`config.mk`:
```
export PLATFORM = sky130hd
export DESIGN_NAME = sudoku_check_seq
export DESIGN_NICKNAME = d
export VERILOG_FILES = /design/src/rtl/sudoku_check_seq.sv
export SDC_FILE = /design/constraint.sdc
export NUM_CORES = 1
export LEC_CHECK = 0
export ABC_AREA = 1
export CORE_MARGIN = 1
export CORE_UTILIZATION = 40
export DETAILED_ROUTE_END_ITERATION = 10
export PLACE_DENSITY = 0.6
export RECOVER_POWER = 50
export SLEW_MARGIN = 20
export SYNTH_ARGS = -nofsm -noshare
export SYNTH_HDL_FRONTEND = slang
export SYNTH_SLANG_ARGS = --single-unit
```
`constraint.sdc`:
```
create_clock -name clka -period 6.6 [get_ports clka]
set_input_delay 1.65 -clock clka [delete_from_list [all_inputs] [get_ports clka]]
set_output_delay 1.65 -clock clka [all_outputs]
set_load 0.02 [all_outputs]
```
`src/rtl/sudoku_check_seq.sv`:
```
// -----------------------------------------------------------------------------
// sudoku_check_seq
//
// Purpose:
//   Checks the whole Sudoku board when the game FSM asks for it. A request on
//   start (accepted only while idle) walks the 27 constraint groups in a fixed
//   order: 9 rows, then 9 columns, then 9 boxes. Each group issues 9 reads to
//   the synchronous board RAM and tracks which digits it has seen. The block
//   then returns one solved/error verdict.
//
//   Per-group schedule (L = 10 + RD_LAT cycles):
//     ISSUE x9  ->  DRAIN x RD_LAT  ->  EVAL x1
//   After the last group, a single DONE cycle pulses done.
//
// Optional feature:
//   SUDOKU_EARLY_EXIT_EN - when defined, an EVAL that sees any error flag set
//   goes straight to DONE. DRAIN still completes before EVAL, so every cell of
//   the failing group is checked. When undefined, all 27 groups are always
//   checked and the latency is fixed at 27*L+1 cycles.
//
// Parameters:
//   CELL_W  width of one cell value (0 empty, 1-9 digit, 10+ illegal)
//   ADDR_W  board RAM address width (addr = 9*row + col)
//   RD_LAT  board RAM read latency in cycles (1 or 2)
//
// Ports:
//   clka       in   system clock, rising edge
//   restart    in   synchronous active-high reset; overrides start
//   start      in   one-cycle check request, ignored unless idle
//   rd_en      out  board RAM read strobe
//   rd_addr    out  board RAM read address (0 when not reading)
//   rd_data    in   RAM data, valid RD_LAT cycles after rd_en
//   busy       out  high while a check is in progress (not during DONE)
//   done       out  one-cycle completion pulse
//   solved     out  verdict, valid from done until the next start/restart
//   err_dup    out  sticky: a digit was repeated within some group
//   err_empty  out  sticky: some cell read as 0
//   err_range  out  sticky: some cell read above 9
//   grp_idx    out  current group 0-26, 0 when idle
// -----------------------------------------------------------------------------
module sudoku_check_seq #(
   parameter int CELL_W = 4,
   parameter int ADDR_W = 7,
   parameter int RD_LAT = 1
) (
   input  logic              clka,
   input  logic              restart,
   input  logic              start,
   output logic              rd_en,
   output logic [ADDR_W-1:0] rd_addr,
   input  logic [CELL_W-1:0] rd_data,
   output logic              busy,
   output logic              done,
   output logic              solved,
   output logic              err_dup,
   output logic              err_empty,
   output logic              err_range,
   output logic [4:0]        grp_idx
);

   typedef enum logic [2:0] {
      S_IDLE,
      S_ISSUE,
      S_DRAIN,
      S_EVAL,
      S_DONE
   } state_t;

   state_t            r_state;
   state_t            w_state_next;

   logic [4:0]        r_grp;        // group 0-26
   logic [3:0]        r_k;          // cell within group 0-8
   logic [1:0]        r_dcnt;       // DRAIN cycle counter
   logic [8:0]        r_seen;       // digits seen in the current group
   logic              r_err_dup;
   logic              r_err_empty;
   logic              r_err_range;
   logic              r_solved;
   logic [RD_LAT-1:0] r_vld;        // rd_en delayed to line up with rd_data

   logic              w_vld;
   logic [8:0]        w_hit;        // one-hot decode of a 1-9 digit
   logic              w_any_err;
   logic [3:0]        w_row;
   logic [3:0]        w_col;
   logic [3:0]        w_box;
   logic [6:0]        w_addr;

   // ------------------------------------------------------------------------
   // Small helpers for box address generation. Operands are only 0-8, so a
   // compare ladder is enough and avoids a general divider.
   // ------------------------------------------------------------------------
   function automatic logic [3:0] div3(input logic [3:0] x);
      if (x >= 4'd6)      div3 = 4'd2;
      else if (x >= 4'd3) div3 = 4'd1;
      else                div3 = 4'd0;
   endfunction

   function automatic logic [3:0] mod3(input logic [3:0] x);
      if (x >= 4'd6)      mod3 = x - 4'd6;
      else if (x >= 4'd3) mod3 = x - 4'd3;
      else                mod3 = x;
   endfunction

   assign w_any_err = r_err_dup | r_err_empty | r_err_range;

   // ------------------------------------------------------------------------
   // FSM state register
   // ------------------------------------------------------------------------
   always_ff @(posedge clka) begin
      if (restart) begin
         r_state <= S_IDLE;
      end else begin
         r_state <= w_state_next;
      end
   end

   // ------------------------------------------------------------------------
   // FSM next state and control outputs
   // ------------------------------------------------------------------------
   always_comb begin
      w_state_next = r_state;
      rd_en        = 1'b0;
      busy         = 1'b0;
      done         = 1'b0;

      case (r_state)
         S_IDLE: begin
            if (start) begin
               w_state_next = S_ISSUE;
            end
         end

         S_ISSUE: begin
            rd_en = 1'b1;
            busy  = 1'b1;
            if (r_k == 4'd8) begin
               w_state_next = S_DRAIN;
            end
         end

         S_DRAIN: begin
            busy = 1'b1;
            if (r_dcnt == 2'(RD_LAT - 1)) begin
               w_state_next = S_EVAL;
            end
         end

         S_EVAL: begin
            busy = 1'b1;
            if (r_grp == 5'd26) begin
               w_state_next = S_DONE;
`ifdef SUDOKU_EARLY_EXIT_EN
            end else if (w_any_err) begin
               // The failing group's data has fully drained, so its flags
               // are final here; no point walking the remaining groups.
               w_state_next = S_DONE;
`endif
            end else begin
               w_state_next = S_ISSUE;
            end
         end

         S_DONE: begin
            done         = 1'b1;
            w_state_next = S_IDLE;
         end

         default: begin
            w_state_next = S_IDLE;
         end
      endcase
   end

   // ------------------------------------------------------------------------
   // Group / cell / drain counters and verdict
   // ------------------------------------------------------------------------
   always_ff @(posedge clka) begin
      if (restart) begin
         r_grp    <= 5'd0;
         r_k      <= 4'd0;
         r_dcnt   <= 2'd0;
         r_solved <= 1'b0;
      end else begin
         case (r_state)
            S_IDLE: begin
               if (start) begin
                  r_grp    <= 5'd0;
                  r_k      <= 4'd0;
                  r_solved <= 1'b0;
               end
            end

            S_ISSUE: begin
               r_dcnt <= 2'd0;
               if (r_k == 4'd8) begin
                  r_k <= 4'd0;
               end else begin
                  r_k <= r_k + 4'd1;
               end
            end

            S_DRAIN: begin
               r_dcnt <= r_dcnt + 2'd1;
            end

            S_EVAL: begin
               r_k <= 4'd0;
               if (w_state_next == S_ISSUE) begin
                  r_grp <= r_grp + 5'd1;
               end
               // No data arrives during EVAL, so the flags are already final
               // when entering DONE; latch the verdict so it shows with done.
               if (w_state_next == S_DONE) begin
                  r_solved <= ~w_any_err;
               end
            end

            S_DONE: begin
               r_grp <= 5'd0;
            end

            default: begin
               r_grp <= 5'd0;
               r_k   <= 4'd0;
            end
         endcase
      end
   end

   // ------------------------------------------------------------------------
   // Read-valid delay line: marks the cycles on which rd_data belongs to one
   // of our reads. Cleared on restart so in-flight data is discarded.
   // ------------------------------------------------------------------------
   generate
      if (RD_LAT == 1) begin : g_lat1
         always_ff @(posedge clka) begin
            if (restart) begin
               r_vld <= '0;
            end else begin
               r_vld <= rd_en;
            end
         end
      end else begin : g_latn
         always_ff @(posedge clka) begin
            if (restart) begin
               r_vld <= '0;
            end else begin
               r_vld <= {r_vld[RD_LAT-2:0], rd_en};
            end
         end
      end
   endgenerate

   assign w_vld = r_vld[RD_LAT-1];

   // ------------------------------------------------------------------------
   // Digit decode: w_hit[d-1] is set when rd_data equals digit d.
   // ------------------------------------------------------------------------
   genvar gi;
   generate
      for (gi = 0; gi < 9; gi++) begin : g_hit
         assign w_hit[gi] = (rd_data == CELL_W'(gi + 1));
      end
   endgenerate

   // ------------------------------------------------------------------------
   // Cell classification and sticky error flags
   // ------------------------------------------------------------------------
   always_ff @(posedge clka) begin
      if (restart) begin
         r_seen      <= 9'd0;
         r_err_dup   <= 1'b0;
         r_err_empty <= 1'b0;
         r_err_range <= 1'b0;
      end else if (r_state == S_IDLE && start) begin
         r_seen      <= 9'd0;
         r_err_dup   <= 1'b0;
         r_err_empty <= 1'b0;
         r_err_range <= 1'b0;
      end else if (r_state == S_EVAL) begin
         r_seen <= 9'd0;
      end else if (w_vld) begin
         if (rd_data == '0) begin
            r_err_empty <= 1'b1;
         end
         if (rd_data > CELL_W'(9)) begin
            r_err_range <= 1'b1;
         end
         // w_hit is zero for 0 and out-of-range values, so they never
         // touch the seen mask.
         if ((w_hit & r_seen) != 9'd0) begin
            r_err_dup <= 1'b1;
         end
         r_seen <= r_seen | w_hit;
      end
   end

   // ------------------------------------------------------------------------
   // Address generation for (group, k)
   // ------------------------------------------------------------------------
   always_comb begin
      w_row = 4'd0;
      w_col = 4'd0;
      w_box = 4'd0;
      if (r_grp < 5'd9) begin
         w_row = r_grp[3:0];
         w_col = r_k;
      end else if (r_grp < 5'd18) begin
         w_row = r_k;
         w_col = 4'(r_grp - 5'd9);
      end else begin
         w_box = 4'(r_grp - 5'd18);
         w_row = div3(w_box) * 4'd3 + div3(r_k);
         w_col = mod3(w_box) * 4'd3 + mod3(r_k);
      end
   end

   assign w_addr = {3'b000, w_row} * 7'd9 + {3'b000, w_col};

   assign rd_addr   = (r_state == S_ISSUE) ? ADDR_W'(w_addr) : '0;
   assign solved    = r_solved;
   assign err_dup   = r_err_dup;
   assign err_empty = r_err_empty;
   assign err_range = r_err_range;
   assign grp_idx   = r_grp;

endmodule

```
==> flow_summary.yaml <==
pwr:
  vdd_drop_max_mv: 0.0980
  power_density_mw_per_mm2: 138
  finalPower_uw: 440
  combPwrFrac: 0.286
  p_clk_frac: 0.311
  p_sw_frac: 0.302
  power_frac_seq: 0.404
  p_sw_uw: 133
  intPower_uw: 307
  p_leak_nw: 1.51
yosys:
  synthSimpleGateAreaFrac: 0.295
  synth_top_family_by_area: "simple AND/OR/NAND/NOR gates"
  yosys_warnings: 0
  syn_inst: 358
  syn_area_sq_mm: 0.00246
  yosysSeqAreaShare: 0.228
  synthesis.nets: 400
  async_flop_share: 0
  synth_cell_type_count: 37
  synth_compound_area_frac: 0.141
  synth_ff_type: "dfxtp_1"
  syn_avg_cell_area_sq_um: 6.87
  synth_fa_ha_area_frac: 0.187
  synth_edf_count: 0
  synth_mux_area_frac: 0
  synth_xor_area_frac: 0.0351
  ys_ff_latch: 28
critical_path:
  required_ns: 4.95
  r2r_slack_ns: 3.96
  timing.critical_path.slowest_stage_cell: "dfxtp_2"
  r2r-start: "grp_idx[0]$_SDFFE_PP0P_"
  arrival_ns: 4.71
  cp-end-kind: "output pin"
  start_kind: "flip-flop"
  critPathMaxFanout: 4
  r2r_cells: 8
  crit_type: "reg2out"
  startpoint: "grp_idx[2]$_SDFFE_PP0P_"
  crit_top_cell: "nand2_1"
  max_stage_delay_ns: 0.36
  reg2reg_to: "grp_idx[2]$_SDFFE_PP0P_"
clocking:
  clk_path_buf_depth: 2
  clk_latency_ns: 0.28
  cts_made_buffers: 3
  cts_sinks: 28
  cts_tree: "built"
  cts_root_buffer: "clkbuf_8"
  htreeDepth: 1
  cts.clk_slew.worst_paths_ns: 0.10
  hold_buffers: 0
die:
  die_h_um: 80.4
  die_w_um: 80.4
  io_pins: 26
  core_sq_mm: 0.00592
  die_area_sq_mm: 0.00646
  num_rows: 28
  floorplan.initialDensity: 0.415
place:
  dp_hpwl_um: 4660
  place.port_buffers: 25
  routabilityCongestion: 0.860
  pre_cts_ws_ns: -0.223
timing:
  drv_slew: 0
  final.setup.worst_slack_ns: 0.243
  clock.fmax_ghz: 0.157
  setup_violations: 0
  worst_slew_pin_slew_ns: 0.802
  maxSlewHeadroom: 0.461
  period_share: 0.963
  timing.final.crit_period_ns: 6.36
  hold_viol: 0
  clock-skew-final_ns: 0.00328
drt:
  via_count: 2338
  dr.pass1.iters: 4
  wire_per_inst_um: 11.9
  detail_route.vias_per_cell: 4.78
  ant_nets: 0
  drt-initial-drc-count: 88
  route.detailed.drc: 0
  wirelength_um: 5830
finish:
  area_growth_pct: 29.4
  nNetsFinal: 457
  n_antenna_cell: 0
  layout-drive-gt1-share: 0.191
status:
  status: "completed"
global_routing:
  track_usage: 0.186
  grt_pass1_vias: 2125
  grt_antenna_before_repair: 0
  grt_pass1_wl_um: 9450
  grt_overflow: 0
  grt_max_degree: 17
min_path:
  min_path_type: "reg2reg"
  min-delay-start: "r_seen[0]$_SDFFE_PP0P_"
  hold_depth: 2
  holdPathEnd: "r_seen[0]$_SDFFE_PP0P_"
flow_run:
  maxCapViolations: 0
-- metal layers --
metal | vias to the layer above | wire length, um | track usage
li1 | 1263 | - | -
met1 | 1044 | 2920 | 0.254
met2 | 29 | 2730 | 0.314
met3 | 2 | 158 | 0.0273
met4 | 0 | 19 | 0.0214
met5 | - | 0 | 0
-- cell families (layout without fill, tap and decap cells) --
group | count (synthesis) | count (layout)
simple gates | 150 | 150
fa+ha+maj | 35 | 35
flops | 28 | 28
xor+xnor | 9 | 9
compound gates | 62 | 62
buf+inv | 74 | 130
-- cells in the final DEF (no fill, tap or decap), drive strengths merged --
cell            n
a211oi          1
a21o            1
a21oi          32
and3            1
buf            32
bufinv          1
clkbuf          3
clkdlybuf4s50  19
clkinv          2
dfxtp          28
dlygate4sd2     2
dlygate4sd3     2
fa              3
ha             32
inv            69
nand2          66
nand3          28
nand3b          1
nand4           3
nor2           39
nor3            9
nor4            2
o211ai          7
o21ai          19
o21bai          1
o32ai           1
or2             1
xnor2           2
xor2            7
-- sequential cells by signal, indices dropped and copies added, names as in the netlist --
signal / flops
r_dcnt: 2
err_range: 1
r_vld: 1
r_seen: 9
r_state: 3
err_dup: 1
solved: 1
err_empty: 1
r_k: 4
grp_idx: 5
-- stage by stage --
step | hold slack [ns] | utilization | setup TNS (ns) | area (sq um) | instances
2_1_floorplan | 0.422 | - | 0 | 2460 | 358
3_3_place_gp | 0.434 | 0.507 | -0.131 | 3000 | 483
3_5_place_dp | 0.437 | 0.507 | -0.449 | 3000 | 483
4_1_cts | 0.453 | 0.523 | 0 | 3100 | 487
5_1_grt | 0.481 | 0.537 | -0.0355 | 3180 | 489
6_report | 0.452 | 0.537 | 0 | 3180 | 489
-- how the worst max path moves through the flow --
stage / to / slack [ns]
6_report: rd_addr[6] / 0.24
4_1_cts: rd_addr[5] / 0.08
3_3_place_gp: rd_addr[6] / -0.07
3_5_place_dp: rd_addr[6] / -0.22
2_1_floorplan: rd_addr[6] / 0.09
5_1_grt: rd_addr[6] / -0.04
-- repair_timing --
item	4_1_cts	5_1_grt
pin swaps	0	18
setup buffers	0	2
gates resized for setup	16	23
endpoints found under the setup margin	4	4
-- synth_stat cells (6+ instances only) --
| cell type | n | area (sq um) |
|---|---|---|
| inv_1 | 62 | 233 |
| nand2_1 | 61 | 229 |
| nor2_1 | 35 | 131 |
| a21oi_1 | 32 | 160 |
| ha_1 | 32 | 400 |
| dfxtp_1 | 28 | 561 |
| nand3_1 | 24 | 120 |
| o21ai_0 | 15 | 75.1 |
| inv_2 | 8 | 30.0 |
| nor3_1 | 7 | 35.0 |
| o211ai_1 | 7 | 52.6 |
| xor2_1 | 6 | 52.6 |
-- layout make-up --
| cell class | instances | area [sq um] |
|---|---|---|
| clock buffer | 3 | 41.3 |
| clock inverter | 1 | 30.0 |
| fill | 601 | 2740 |
| inverter | 71 | 272 |
| multi-input combinational | 256 | 1710 |
| sequential | 28 | 563 |
| tap | 75 | 93.8 |
| timing repair buffer | 55 | 468 |
-- worst max-delay path, delay by kind of cell (launching register included) --
kind | cells | cell delay, ns
AO/OA/AOI/OAI | 4 | 0.50
flip-flops | 1 | 0.36
XOR/XNOR | 3 | 0.46
AND/OR/NAND/NOR | 15 | 1.14
buffers and inverters | 6 | 0.44
adder cells (fa/ha/maj) | 6 | 1.49
-- power by group through the flow --
stage                     Combinational [mW]  Clock (mW)  Sequential [mW]
after global placement                 0.116           0            0.181
after floorplan                       0.0703           0            0.183
final                                  0.126       0.137            0.178
after CTS                              0.122       0.141            0.178
after global routing                   0.140       0.148            0.178
after detailed placement               0.119           0            0.181
No activity file was read; power rests on OpenSTA's default activity.
